## src/rtl/alu_issue_ctrl.sv

```systemverilog
// -----------------------------------------------------------------------------
// alu_issue_ctrl
//   Issue/collect controller wrapped around an external combinational ALU.
//   Accepts one decoded instruction bundle per handshake, maps the RISC-V
//   opcode/funct fields onto the ALU's 4-bit operation code, registers the
//   operands toward the ALU, captures the ALU result one cycle later and
//   returns a registered response (result, zero, branch decision, illegal)
//   under valid/ready backpressure.
//
// Ports
//   clk, rst                 rising-edge clock, synchronous active-high reset
//   in_valid / in_ready      instruction bundle handshake
//   opcode, funct3, funct7_5 instruction fields instr[6:0], [14:12], [30]
//   rs1_val, rs2_val, imm    source operands and sign-extended immediate
//   op1, op2, alu_op         registered drive toward the ALU
//   alu_result, alu_zero     ALU outputs, sampled one cycle after accept
//   out_valid / out_ready    response handshake
//   out_result, out_zero     captured ALU result / zero flag
//   out_taken, out_illegal   branch decision, unsupported-instruction flag
//   retired_cnt              number of delivered responses (wraps)
// -----------------------------------------------------------------------------
module alu_issue_ctrl #(
  parameter int WIDTH = 32
) (
  input  logic             clk,
  input  logic             rst,
  input  logic             in_valid,
  output logic             in_ready,
  input  logic [6:0]       opcode,
  input  logic [2:0]       funct3,
  input  logic             funct7_5,
  input  logic [WIDTH-1:0] rs1_val,
  input  logic [WIDTH-1:0] rs2_val,
  input  logic [WIDTH-1:0] imm,
  output logic [WIDTH-1:0] op1,
  output logic [WIDTH-1:0] op2,
  output logic [3:0]       alu_op,
  input  logic [WIDTH-1:0] alu_result,
  input  logic             alu_zero,
  output logic             out_valid,
  input  logic             out_ready,
  output logic [WIDTH-1:0] out_result,
  output logic             out_zero,
  output logic             out_taken,
  output logic             out_illegal,
  output logic [15:0]      retired_cnt
);

  localparam logic [3:0] ALU_AND  = 4'b0000;
  localparam logic [3:0] ALU_OR   = 4'b0001;
  localparam logic [3:0] ALU_ADD  = 4'b0010;
  localparam logic [3:0] ALU_SUB  = 4'b0110;
  localparam logic [3:0] ALU_SLT  = 4'b0100;
  localparam logic [3:0] ALU_XOR  = 4'b0101;
  localparam logic [3:0] ALU_LSR  = 4'b1000;
  localparam logic [3:0] ALU_LSL  = 4'b1001;
  localparam logic [3:0] ALU_ARSR = 4'b1010;

  localparam logic [6:0] OPC_OP     = 7'b0110011;
  localparam logic [6:0] OPC_OPIMM  = 7'b0010011;
  localparam logic [6:0] OPC_LOAD   = 7'b0000011;
  localparam logic [6:0] OPC_STORE  = 7'b0100011;
  localparam logic [6:0] OPC_BRANCH = 7'b1100011;

  typedef enum logic [1:0] {S_IDLE, S_EXEC, S_RESP} state_e;

  // How the captured ALU result turns into a branch decision.
  typedef enum logic [2:0] {BR_NONE, BR_EQ, BR_NE, BR_LT, BR_GE} br_kind_e;

  state_e           state_q, state_d;
  logic [WIDTH-1:0] op1_q, op1_d;
  logic [WIDTH-1:0] op2_q, op2_d;
  logic [3:0]       alu_op_q, alu_op_d;
  br_kind_e         br_q, br_d;
  logic             illegal_q, illegal_d;
  logic             out_valid_q, out_valid_d;
  logic [WIDTH-1:0] out_result_q, out_result_d;
  logic             out_zero_q, out_zero_d;
  logic             out_taken_q, out_taken_d;
  logic             out_illegal_q, out_illegal_d;
  logic [15:0]      retired_cnt_q, retired_cnt_d;

  // Decoded view of the bundle currently on the inputs.
  logic [WIDTH-1:0] dec_op2;
  logic [3:0]       dec_alu_op;
  br_kind_e         dec_br;
  logic             dec_illegal;

  // NOTE: every signal written in an always_comb gets a default on entry, so
  // no path through the case statements can leave it unassigned (no latch).
  always_comb begin
    dec_op2     = rs2_val;
    dec_alu_op  = ALU_ADD;
    dec_br      = BR_NONE;
    dec_illegal = 1'b0;
    unique case (opcode)
      OPC_OP, OPC_OPIMM: begin
        if (opcode == OPC_OPIMM) dec_op2 = imm;
        unique case (funct3)
          // funct7_5 means SUB only for register-register; ADDI ignores it.
          3'b000:  dec_alu_op = (opcode == OPC_OP && funct7_5) ? ALU_SUB : ALU_ADD;
          3'b111:  dec_alu_op = ALU_AND;
          3'b110:  dec_alu_op = ALU_OR;
          3'b100:  dec_alu_op = ALU_XOR;
          3'b010:  dec_alu_op = ALU_SLT;
          3'b001:  dec_alu_op = ALU_LSL;
          3'b101:  dec_alu_op = funct7_5 ? ALU_ARSR : ALU_LSR;
          default: dec_illegal = 1'b1;
        endcase
      end
      OPC_LOAD, OPC_STORE: dec_op2 = imm;
      OPC_BRANCH: begin
        unique case (funct3)
          3'b000:  begin dec_alu_op = ALU_SUB; dec_br = BR_EQ; end
          3'b001:  begin dec_alu_op = ALU_SUB; dec_br = BR_NE; end
          3'b100:  begin dec_alu_op = ALU_SLT; dec_br = BR_LT; end
          3'b101:  begin dec_alu_op = ALU_SLT; dec_br = BR_GE; end
          default: dec_illegal = 1'b1;
        endcase
      end
      default: dec_illegal = 1'b1;
    endcase
  end

  // Next-state and datapath update.
  always_comb begin
    state_d       = state_q;
    op1_d         = op1_q;
    op2_d         = op2_q;
    alu_op_d      = alu_op_q;
    br_d          = br_q;
    illegal_d     = illegal_q;
    out_valid_d   = out_valid_q;
    out_result_d  = out_result_q;
    out_zero_d    = out_zero_q;
    out_taken_d   = out_taken_q;
    out_illegal_d = out_illegal_q;
    retired_cnt_d = retired_cnt_q;

    unique case (state_q)
      S_IDLE: begin
        if (in_valid) begin
          // Illegal bundles still go through the ALU, but as a harmless 0 AND 0.
          op1_d     = dec_illegal ? '0 : rs1_val;
          op2_d     = dec_illegal ? '0 : dec_op2;
          alu_op_d  = dec_illegal ? ALU_AND : dec_alu_op;
          br_d      = dec_illegal ? BR_NONE : dec_br;
          illegal_d = dec_illegal;
          state_d   = S_EXEC;
        end
      end
      S_EXEC: begin
        out_result_d  = illegal_q ? '0 : alu_result;
        out_zero_d    = illegal_q ? 1'b1 : alu_zero;
        out_illegal_d = illegal_q;
        unique case (br_q)
          BR_EQ:   out_taken_d = alu_zero;
          BR_NE:   out_taken_d = !alu_zero;
          BR_LT:   out_taken_d = alu_result[0];
          BR_GE:   out_taken_d = !alu_result[0];
          default: out_taken_d = 1'b0;
        endcase
        out_valid_d = 1'b1;
        state_d     = S_RESP;
      end
      S_RESP: begin
        if (out_ready) begin
          out_valid_d   = 1'b0;
          retired_cnt_d = retired_cnt_q + 16'd1;
          state_d       = S_IDLE;
        end
      end
      default: state_d = S_IDLE;
    endcase
  end

  // NOTE: state registers use non-blocking assignments only, so every flop
  // samples its _d value from before the edge regardless of block ordering.
  // NOTE: every register here is reset, including the internal branch/illegal
  // context, so a reset mid-operation leaves nothing stale behind.
  always_ff @(posedge clk) begin
    if (rst) begin
      state_q       <= S_IDLE;
      op1_q         <= '0;
      op2_q         <= '0;
      alu_op_q      <= ALU_AND;
      br_q          <= BR_NONE;
      illegal_q     <= 1'b0;
      out_valid_q   <= 1'b0;
      out_result_q  <= '0;
      out_zero_q    <= 1'b0;
      out_taken_q   <= 1'b0;
      out_illegal_q <= 1'b0;
      retired_cnt_q <= '0;
    end else begin
      state_q       <= state_d;
      op1_q         <= op1_d;
      op2_q         <= op2_d;
      alu_op_q      <= alu_op_d;
      br_q          <= br_d;
      illegal_q     <= illegal_d;
      out_valid_q   <= out_valid_d;
      out_result_q  <= out_result_d;
      out_zero_q    <= out_zero_d;
      out_taken_q   <= out_taken_d;
      out_illegal_q <= out_illegal_d;
      retired_cnt_q <= retired_cnt_d;
    end
  end

  // in_ready is gated by rst so nothing is offered while reset is applied.
  assign in_ready    = (state_q == S_IDLE) && !rst;
  assign op1         = op1_q;
  assign op2         = op2_q;
  assign alu_op      = alu_op_q;
  assign out_valid   = out_valid_q;
  assign out_result  = out_result_q;
  assign out_zero    = out_zero_q;
  assign out_taken   = out_taken_q;
  assign out_illegal = out_illegal_q;
  assign retired_cnt = retired_cnt_q;

endmodule

```

## config.mk

```make
export PLATFORM = sky130hd
export DESIGN_NAME = alu_issue_ctrl
export DESIGN_NICKNAME = d
export VERILOG_FILES = /design/src/rtl/alu_issue_ctrl.sv
export SDC_FILE = /design/constraint.sdc
export NUM_CORES = 1
export LEC_CHECK = 0
export ABC_AREA = 1
export ABC_CLOCK_PERIOD_IN_PS = 1700
export CORE_ASPECT_RATIO = 1.25
export CORE_UTILIZATION = 40
export DETAILED_ROUTE_END_ITERATION = 7
export PLACE_DENSITY = 0.83
export SYNTH_ARGS = -nofsm -noshare
export SYNTH_HDL_FRONTEND = slang
export SYNTH_SLANG_ARGS = --single-unit
export TNS_END_PERCENT = 30
```

## constraint.sdc

```tcl
create_clock -name clk -period 1.7 [get_ports clk]
set_input_delay 0.34 -clock clk [delete_from_list [all_inputs] [get_ports clk]]
set_output_delay 0.34 -clock clk [all_outputs]
set_load 0.005 [all_outputs]
```

==> results of run 1 <==
## metal layers
| metal | vias up | global-route usage |
|---|---|---|
| met5 | - | 0 |
| met2 | 194 | 0.404 |
| met1 | 2469 | 0.259 |
| met3 | 33 | 0.0729 |
| li1 | 2838 | - |
| met4 | 0 | 0.0983 |
## power by group through the flow
stage / Sequential (mW) / Combinational [mW] / Clock, mW
after floorplan: 3.10 / 0.269 / 0
after global placement: 3.10 / 0.804 / 0
after detailed placement: 3.10 / 0.807 / 0
after CTS: 3.04 / 0.812 / 3.84
after global routing: 3.04 / 0.890 / 3.99
final: 3.04 / 0.816 / 3.76
## sequential cells by signal, indices dropped and copies added (netlist names)
register	cells
illegal_q	1
br_q	3
out_result	32
out_taken	1
out_valid	1
alu_op	4
op1	32
op2	32
state_q	2
out_illegal	1
retired_cnt	16
out_zero	1
## area by class of cell
type	instances	area, sq um	area share
multi-input cells	510	2360	0.266
flip-flops and latches	126	2530	0.286
repair buffers	297	3030	0.341
clock buffers	18	429	0.0484
clock inverters	14	184	0.0207
well taps	168	210	0.0237
inverters	34	128	0.0144
## cell families (layout without fill, tap and decap cells)
family / Yosys count / in the layout
compound gates: 132 / 132
fa+ha+maj: 1 / 1
buf+inv: 76 / 363
simple gates: 376 / 376
xor+xnor: 1 / 1
flops: 126 / 126
## synthesized netlist by cell type
master,n,share of area
buf_6,5,0.011
o21ai_0,12,0.012
o2111ai_1,2,0.0034
dfxtp_1,126,0.49
nor3_1,6,0.0058
nand3_2,1,0.0019
ha_1,1,0.0024
inv_2,2,0.0014
nand3b_1,3,0.0043
nor3_2,1,0.0019
nor2_4,1,0.0022
nor3b_2,1,0.0024
buf_2,8,0.0077
xor2_1,1,0.0017
nor2_1,62,0.045
or2_2,2,0.0024
nor2_2,5,0.0060
nand2_2,12,0.014
a22oi_1,32,0.046
buf_1,2,0.0014
nand3_1,12,0.012
o21a_1,1,0.0014
clkbuf_1,27,0.019
nand2_1,265,0.19
a21oi_1,75,0.072
and3_1,1,0.0012
inv_1,32,0.023
nand4_1,4,0.0048
a21oi_2,10,0.017
## placed cells by master, fill, tap and decap left out
| cell type | netlist | layout |
|---|---|---|
| nand2_1 | 265 | 265 |
| clkdlybuf4s50_1 | 0 | 261 |
| dfxtp_1 | 126 | 117 |
| a21oi_1 | 75 | 75 |
| nor2_1 | 62 | 58 |
| inv_1 | 32 | 32 |
| a22oi_1 | 32 | 32 |
| buf_4 | 0 | 24 |
| clkbuf_16 | 0 | 20 |
| o21ai_0 | 12 | 12 |
| nand2_2 | 12 | 12 |
| nand3_1 | 12 | 11 |
| a21oi_2 | 10 | 10 |
| nor2_2 | 5 | 9 |
| dfxtp_2 | 0 | 9 |
| buf_12 | 0 | 7 |
| nor3_1 | 6 | 5 |
| nand4_1 | 4 | 4 |
| clkinvlp_4 | 0 | 4 |
| inv_6 | 0 | 4 |
| nand3b_1 | 3 | 3 |
| bufinv_16 | 0 | 3 |
| nor3_2 | 1 | 2 |
| nand3_2 | 1 | 2 |
| inv_2 | 2 | 2 |
| o2111ai_1 | 2 | 2 |
| or2_2 | 2 | 2 |
| clkinv_4 | 0 | 2 |
| dlygate4sd2_1 | 0 | 2 |
| nor2_4 | 1 | 1 |
| nor3b_2 | 1 | 1 |
| and3_1 | 1 | 1 |
| o21a_1 | 1 | 1 |
| xor2_1 | 1 | 1 |
| ha_1 | 1 | 1 |
| clkbuf_1 | 27 | 1 |
| inv_8 | 0 | 1 |
## timing repair
action / in CTS / in global routing
resized for setup: 8 / 8
cloned: 0 / 3
setup buffers: 0 / 2
pin swaps: 0 / 3
setup endpoints to repair: 6 / 44
## worst min path at each step
stage / start / end / depth (start not counted)
finish: alu_op[1]$_SDFFE_PP0P_ / alu_op[1]$_SDFFE_PP0P_ / 2
global route: rs1_val[20] / op1[20]$_SDFFE_PP0P_ / 3
CTS: rs1_val[31] / op1[31]$_SDFFE_PP0P_ / 3
detailed placement: alu_op[0]$_SDFFE_PP0P_ / alu_op[0]$_SDFFE_PP0P_ / 2
global placement: out_valid$_SDFFE_PP0P_ / out_valid$_SDFFE_PP0P_ / 2
floorplan: br_q[0]$_SDFFE_PP0P_ / br_q[0]$_SDFFE_PP0P_ / 2
## critical path, cell delays in order
cell and delay, ns:
clkdlybuf4s50_1 0.52, nand2_1 0.09, nor2_2 0.14, nand4_1 0.15, nand2_2 0.11, nor2_4 0.06
buf_12 0.13, clkbuf_16 0.17, or2_2 0.27, inv_1 0.05
## stage by stage
stage | setup TNS, ns | instances | setup WS (ns) | utilization | instance area [sq um]
finish | 0 | 1167 | 0.0181 | 0.701 | 8870
global route | -0.523 | 1167 | -0.0809 | 0.701 | 8870
CTS | 0 | 1162 | 0.0122 | 0.691 | 8750
detailed placement | -18.80 | 1130 | -0.309 | 0.642 | 8130
global placement | -16.69 | 1130 | -0.287 | 0.642 | 8130
floorplan | 0 | 712 | 0.300 | - | 5200
==> run metrics, run 1 <==
hpwl dp=10,800 microns; Syn-to-layout area delta=70.7%; Leakage Power=3.37 nW; Yosys warnings=0; Worst Reg-to-Reg Cells=9; pwr dens=858 mW/mm^2; final hold viol count=0; Switching Power=1.78 mW; Sw Share=0.234; DRT Wirelength=16,000 microns; post-route clock period utilization=0.989; max-slew violations=0; clk_skew=0.0153 ns; Reg2Reg Launch Point=state_q[1]$_SDFFE_PP0P_; fill count=1,009; post-synthesis sequential area ratio=0.485; Port Buffers=264; Worst-path clk slew=0.06 ns; hold slack=0.461 ns; Setup-failing EPs final=0; signal arrival time at the worst endpoint=2.03 ns; Post-Syn Area=0.00520 sq mm; CP Capture Type=register; diode count=0; RSZ-0062 raised after global routing=true; Comb pwr share=0.107; largest family of logic cells by synthesized area=simple AND/OR/NAND/NOR gates; post-synth net total=857; crit path launch type=primary input; pin count of the biggest net entering global routing=114; First-pass DRT Iterations=5; Core Area=0.0127 sq mm; Sink Count=126; min Tclk post-route=1.68 ns; CTS Hold Buffers Added=0; overflow left after global routing=0; clock power share=0.494; max cap viols=0; DR top layer=met4; Worst IR Drop VDD=0.000525 V; drt via density=4.74; Core Rows=46; CTS Buf Count=17; total number of vias=5,534; number of global-route vias before repair=5,241; crit path capture=illegal_q$_SDFFE_PP0P_; Int Pwr=5.83 mW; worst-margin pin slew=0.565 ns; die width=104 microns; first-pass GRT wire length=24,900 microns; DRT antenna net count=0; nets=1,131; mux contribution to synthesized area=0; GR Util All Layers=0.230; Post-Synth XOR/XNOR Area=0.00168; Max Buffers Root-to-Sink=2; # IOs=265; max_slew headroom=0.624; worst r2r dst=op1[19]$_SDFFE_PP0P_; Setup CP Type=in -> reg; Synth Area in Adders=0.00241; drt initial violations=219; CP required=2.05 ns; Initial Util=0.411; clock insertion delay at the later pin of the skew report=0.41 ns; FMAX=595 MHz; Synth Area in Simple Gates=0.295; HP Class=reg -> reg; outcome=finished clean; Synth Area in Compound Gates=0.152; share of layout cells above drive strength 1=0.115; Sequential Power Share=0.399; crit path max fanout=17; Yosys reg bits=126; CP Launch Point=funct3[1]; residual DRC count=0; Post-Syn Instances=712; wl on met1=6430 microns; initial antenna violation count=0; Worst R2R Setup Slack=0.25 ns; DIE HEIGHT=129 microns; met2 WL=8150 microns; met3 WL post-DR=954 microns; Post-Syn Area per Cell=7.30 sq um; Tot Pwr=7.62 mW; H-tree depth=4; gpl congestion=0.813; CTS tree=built; library cells used by synthesis=29; CTS root buf=clkbuf_16; Die Footprint=0.0135 sq mm; mean routed wirelength per cell=13.7 microns
No activity file was read; power rests on OpenSTA's default activity.
==> run 2: changes to the inputs <==
Settings changed: ABC_AREA 1 to not set, CELL_PAD_IN_SITES_DETAIL_PLACEMENT set to 0, CELL_PAD_IN_SITES_GLOBAL_PLACEMENT set to 2, CORE_UTILIZATION 40 to 21, PLACE_DENSITY 0.83 to 0.82.
==> run metrics, run 2 <==
GR Util All Layers=0.135 (-0.0950); Switching Power=1.71 mW (-3.9%); number of global-route vias before repair=4,607 (-12%); dominant cell type by area after synthesis=dfxtp_1; setup bufs post-CTS=0 (unchanged); Synth Area in Adders=0.00258 (+0.000171); pin count of the biggest net entering global routing=38 (-67%); Post-Synth XOR/XNOR Area=0.0162 (+0.0146); hpwl dp=11,800 microns (+9.4%); Setup CP Type=in -> reg; Setup-failing EPs final=0 (unchanged); Synth Area in Compound Gates=0.166 (+0.0144); overflow left after global routing=0 (unchanged); max_slew headroom=0.656 (+0.0322); Yosys top cell area share=0.520 (+0.0344); Port Buffers=264 (unchanged); CTS root buf=clkbuf_16; gpl congestion=0.725 (-11%); Comb pwr share=0.103 (-0.004); First-pass DRT Iterations=4 (-1); drt initial violations=150 (-32%); Core Area=0.0224 sq mm (+77%); max cap viols=0 (unchanged); post-route clock period utilization=0.971 (-0.0181); drt via density=4.30 (-9.4%); most frequent cells in the layout=clkdlybuf4s50_1 (247), dfxtp_1 (116), nand2_1 (74); clock insertion delay at the later pin of the skew report=0.42 ns (about the same); post-synthesis sequential area ratio=0.520 (+0.0344); Core Rows=61 (+33%); Sequential Power Share=0.385 (-0.014); worst-margin pin slew=0.515 ns (-0.0490 ns); DIE HEIGHT=172 microns (+33%); pwr dens=885 mW/mm^2 (+3.1%); initial antenna violation count=0 (unchanged); most instantiated library cell after synthesis=dfxtp_1; EDFF count, synth=0 (unchanged); RSZ-0062 raised after global routing=true; crit path max fanout=16 (-1); max-slew violations=0 (unchanged); mean routed wirelength per cell=14.8 microns (+7.8%); clock power share=0.512 (+0.018); setup TNS=0 ns (unchanged); H-tree depth=4 (unchanged); CP required=2.06 ns (about the same); DRT antenna net count=0 (unchanged); Post-Syn Area=0.00485 sq mm (-6.6%); Leakage Power=3.56 nW (+5.9%); placed cell count=1,074 (-5.0%); signal arrival time at the worst endpoint=2.02 ns (about the same); post-route insts no fill=1,107 (-5.1%); clk_skew=0.0153 ns (+0.00000890 ns); Max Buffers Root-to-Sink=2 (unchanged); Yosys warnings=0 (unchanged); mux contribution to synthesized area=0.0724 (+0.0724); commonest non-fill, non-tap cell in the layout=clkdlybuf4s50_1; Int Pwr=6.18 mW (+5.9%); Post-Syn Instances=515 (-28%); final hold viol count=0 (unchanged); CTS tree=built; Die Footprint=0.0237 sq mm (+76%); Synth area leaders=dfxtp_1 (52%), mux2i_1 (7.0%), a22o_1 (6.1%); die width=138 microns (+33%); Sw Share=0.217 (-0.0168); FMAX=606 MHz (+1.9%); # IOs=265 (unchanged); library cells used by synthesis=43 (+48%); Yosys reg bits=126 (unchanged); HP Class=in -> reg; first-pass GRT wire length=24,500 microns (-1.9%); post-synth net total=660 (-23%); Worst-path clk slew=0.06 ns (about the same); crit path launch type=primary input; CTS Buf Count=17 (unchanged); Synth Area in Simple Gates=0.188 (-0.107); outcome=finished clean; largest family of logic cells by synthesized area=simple AND/OR/NAND/NOR gates; CP Capture Type=register; Main synth FF type=dfxtp_1; Syn-to-layout area delta=83.6%; Commonest cells post-synth=dfxtp_1 (126), nand2_1 (76), o21ai_0 (43); share of layout cells above drive strength 1=0.135 (+0.0196); Initial Util=0.216 (-0.194); residual DRC count=0 (unchanged); diode count=0 (unchanged); Post-Syn Area per Cell=9.43 sq um (+29%); nets=956 (-15%); total number of vias=4,756 (-14%); Worst IR Drop VDD=0.000640 V (+22%); min Tclk post-route=1.65 ns (-0.0307 ns); DRT Wirelength=16,400 microns (+2.3%); asr flop ratio synth=0 (unchanged); Sink Count=126 (unchanged)
run 2: cell type report:
cell class / instances / area (sq um)
fill: 2284 / 13500
timing repair buffer: 313 / 3130
sequential: 126 / 2540
multi-input combinational: 349 / 2220
clock buffer: 19 / 443
tap: 283 / 354
clock inverter: 13 / 210
inverter: 4 / 15.0
run 2: power groups by stage:
stage	clock, mW	combinational (mW)	sequential [mW]
2_1_floorplan	0	0.232	3.10
3_3_place_gp	0	0.818	3.10
3_5_place_dp	0	0.819	3.11
4_1_cts	4.18	0.821	3.04
5_1_grt	4.33	0.880	3.04
6_report	4.04	0.813	3.04
run 2: worst max-delay path, cell delays in order:
cell and delay, ns:
clkdlybuf4s50_1 0.47, or3b_2 0.49, nor2_4 0.13, and3_4 0.26
clkbuf_16 0.19, a22o_1 0.13
run 2: per-layer routing:
metal,up-vias,global-route usage,part of all wire
met5,-,0,0
met2,176,0.234,0.50
met4,0,0.0326,0.0068
met1,2164,0.151,0.41
met3,7,0.0572,0.083
li1,2409,-,-
run 2: logic make-up after synthesis:
family	Yosys count
adder cells (fa/ha/maj)	1
AND/OR/NAND/NOR	175
multiplexers	35
XOR/XNOR	9
flip-flops	126
buffers and inverters	40
AO/OA/AOI/OAI	129
run 2: worst paths after layout:
kind                            cells past startpoint                   startpoint                            to  slack (ns)
worst min-delay path                                2                          rst       state_q[0]$_SDFFE_PP0P_        0.24
worst max-delay path                                6                     in_valid          op1[30]$_SDFFE_PP0P_        0.05
worst min register to register                      2   out_result[5]$_SDFFE_PP0P_    out_result[5]$_SDFFE_PP0P_        0.45
worst max register to register                      5  retired_cnt[0]$_SDFFE_PP0P_  retired_cnt[12]$_SDFFE_PP0P_        0.08
run 2: through the flow:
stage	worst slack (ns)	total power [mW]	hold slack, ns	area [sq um]	utilization
after CTS	-0.0268	8.04	0.236	8820	0.393
after global routing	-0.0205	8.25	0.232	8910	0.397
after floorplan	0.00714	3.33	0.431	4850	-
after detailed placement	-0.506	3.93	0.441	8170	0.364
after global placement	-0.501	3.92	0.433	8170	0.364
final	0.0488	7.89	0.243	8910	0.397
run 2: repair_timing:
item                       in CTS  in global routing
gates resized for setup        19                 23
setup endpoints to repair      47                 83
pin swaps                       0                  5
hold buffers                    0                  0
cloned                          0                  1
==> run 3: changes to the inputs <==
Settings changed: PLACE_DENSITY 0.82 to not set, PLACE_DENSITY_LB_ADDON set to 0.1.
==> run metrics, run 3 (synthesis gave the netlist of run 2 again) <==
CTS Hold Buffers Added=0 (unchanged); First-pass DRT Iterations=4 (unchanged); initial antenna violation count=1 (+1); residual DRC count=0 (unchanged); crit path max fanout=4 (-12); Crit path depth=1 (-5); diode count=0 (unchanged); Core Area=0.0224 sq mm (unchanged); Worst Path Buf+Inv=1 (-1); CTS root buf=clkbuf_16; CTS tree=built; CP Launch Point=retired_cnt[14]$_SDFFE_PP0P_; setup TNS=0 ns (unchanged); hold slack=0.243 ns (+0.000192 ns); drt initial violations=261 (+74%); hpwl dp=11,900 microns (+0.65%); Max Buffers Root-to-Sink=2 (unchanged); DRT antenna net count=0 (unchanged); die width=138 microns (unchanged); first-pass GRT wire length=24,600 microns (+0.45%); DRT Wirelength=16,600 microns (+1.1%); crit path launch type=register; Worst R2R Setup Slack=0.06 ns (-0.02 ns); H-tree depth=4 (unchanged); mean routed wirelength per cell=14.9 microns (+0.96%); final core utilization=0.393 (-0.00424); drt via density=4.32 (+0.66%); Worst Hold Path Cells=3 (+1); FMAX=603 MHz (-0.47%); min Tclk post-route=1.66 ns (+0.00779 ns); overflow left after global routing=0 (unchanged); max_slew headroom=0.714 (+0.0577); Setup CP Type=reg -> out; HP Class=in -> reg; CP Capture Type=output pin; outcome=finished clean; number of global-route vias before repair=4,705 (+2.1%); worst-margin pin slew=0.425 ns (-0.0903 ns); # IOs=265 (unchanged); post-route clock period utilization=0.976 (+0.00458); Min-Delay Endpoint=br_q[0]$_SDFFE_PP0P_; Initial Util=0.216 (unchanged); Core Rows=61 (unchanged); worst stage delay on the critical path=0.52 ns (+0.03 ns); final hold viol count=0 (unchanged); Port Buffers=264 (unchanged); Worst Reg-to-Reg Cells=5 (unchanged); commonest non-fill, non-tap cell in the layout=clkdlybuf4s50_1; max-slew violations=0 (unchanged); DIE HEIGHT=172 microns (unchanged); pwr dens=837 mW/mm^2 (-5.5%); Reg2Reg Launch Point=retired_cnt[1]$_SDFFE_PP0P_; Worst-path clk slew=0.06 ns (about the same); Leakage Power=3.52 nW (-1.3%); clk_skew=0.00643 ns (-0.00889 ns); signal arrival time at the worst endpoint=1.32 ns (-0.70 ns); cell breakdown of the critical path=clkdlybuf4s50_1; RSZ-0062 raised after global routing=true; Sink Count=126 (unchanged); Setup-failing EPs final=0 (unchanged); Worst path slowest cell=clkdlybuf4s50_1; max cap viols=0 (unchanged); pin count of the biggest net entering global routing=38 (unchanged); worst r2r dst=retired_cnt[14]$_SDFFE_PP0P_; Worst IR Drop VDD=0.000651 V (+1.7%); total number of vias=4,796 (+0.84%); cell family contributing the most delay on the critical path=buffers and inverters; Worst Hold Launch=rst; CTS Buf Count=17 (unchanged); Die Footprint=0.0237 sq mm (unchanged); GR Util All Layers=0.137 (+0.00220); Syn-to-layout area delta=81.6%; gpl congestion=0.742 (+2.3%); most frequent cells in the layout=clkdlybuf4s50_1 (248), dfxtp_1 (112), nand2_1 (75); nets=958 (+0.21%); share of layout cells above drive strength 1=0.138 (+0.00331); clock insertion delay at the later pin of the skew report=0.41 ns (about the same); CP required=1.36 ns (-0.70 ns)
[run 3: changes by cell type in the layout (fill, tap and decap cells not counted), sizes merged]
cell	before	now
buf	49	52
inv	6	8
clkinvlp	2	5
clkbuf	20	19
bufinv	5	1
clkdlybuf4s50	247	248
clkdlybuf4s15	1	0
dlymetal6s2s	7	6
[run 3: final cells by class]
cell class	count	area, sq um
clock buffer	18	439
clock inverter	14	134
fill	2229	13600
inverter	4	15.0
multi-input combinational	349	2190
sequential	126	2540
tap	283	354
timing repair buffer	315	3140
[run 3: layer usage]
layer / global-route usage / vias up / part of all wire / wire length [microns]
li1: - / 2425 / - / -
met1: 0.146 / 2184 / 0.40 / 6610
met2: 0.236 / 172 / 0.49 / 8170
met3: 0.0648 / 13 / 0.095 / 1580
met4: 0.0454 / 2 / 0.011 / 180
met5: 0 / - / 0.00079 / 13
[run 3: where the power goes]
group | leakage [nW] | internal (mW) | switching, mW
Sequential | 1.03 | 3.00 | 0.0272
Combinational | 2.23 | 0.522 | 0.293
Clock | 0.266 | 2.07 | 1.46
[run 3: through the flow]
step / power [mW] / cells / setup WS, ns / instance area, sq um
floorplan: 3.33 / 515 / 0.00714 / 4850
global placement: 3.92 / 1074 / -0.375 / 8170
detailed placement: 3.93 / 1074 / -0.424 / 8170
CTS: 7.54 / 1106 / -0.0401 / 8740
global route: 7.73 / 1109 / -0.0571 / 8820
finish: 7.38 / 1109 / 0.0410 / 8820
[run 3: worst max-delay path by stage]
stage                                         to
floorplan           retired_cnt[12]$_SDFFE_PP0P_
global placement    retired_cnt[13]$_SDFFE_PP0P_
detailed placement          op1[16]$_SDFFE_PP0P_
CTS                               retired_cnt[4]
global route        retired_cnt[14]$_SDFFE_PP0P_
finish                           retired_cnt[14]
[run 3: timing repair]
| action | in CTS | in global routing |
|---|---|---|
| resized for setup | 22 | 21 |
| cloned | 0 | 1 |
| endpoints found under the setup margin | 13 | 83 |
| pin swaps | 0 | 2 |
| buffers inserted | 0 | 2 |
| endpoints found under the hold margin | 0 | 0 |
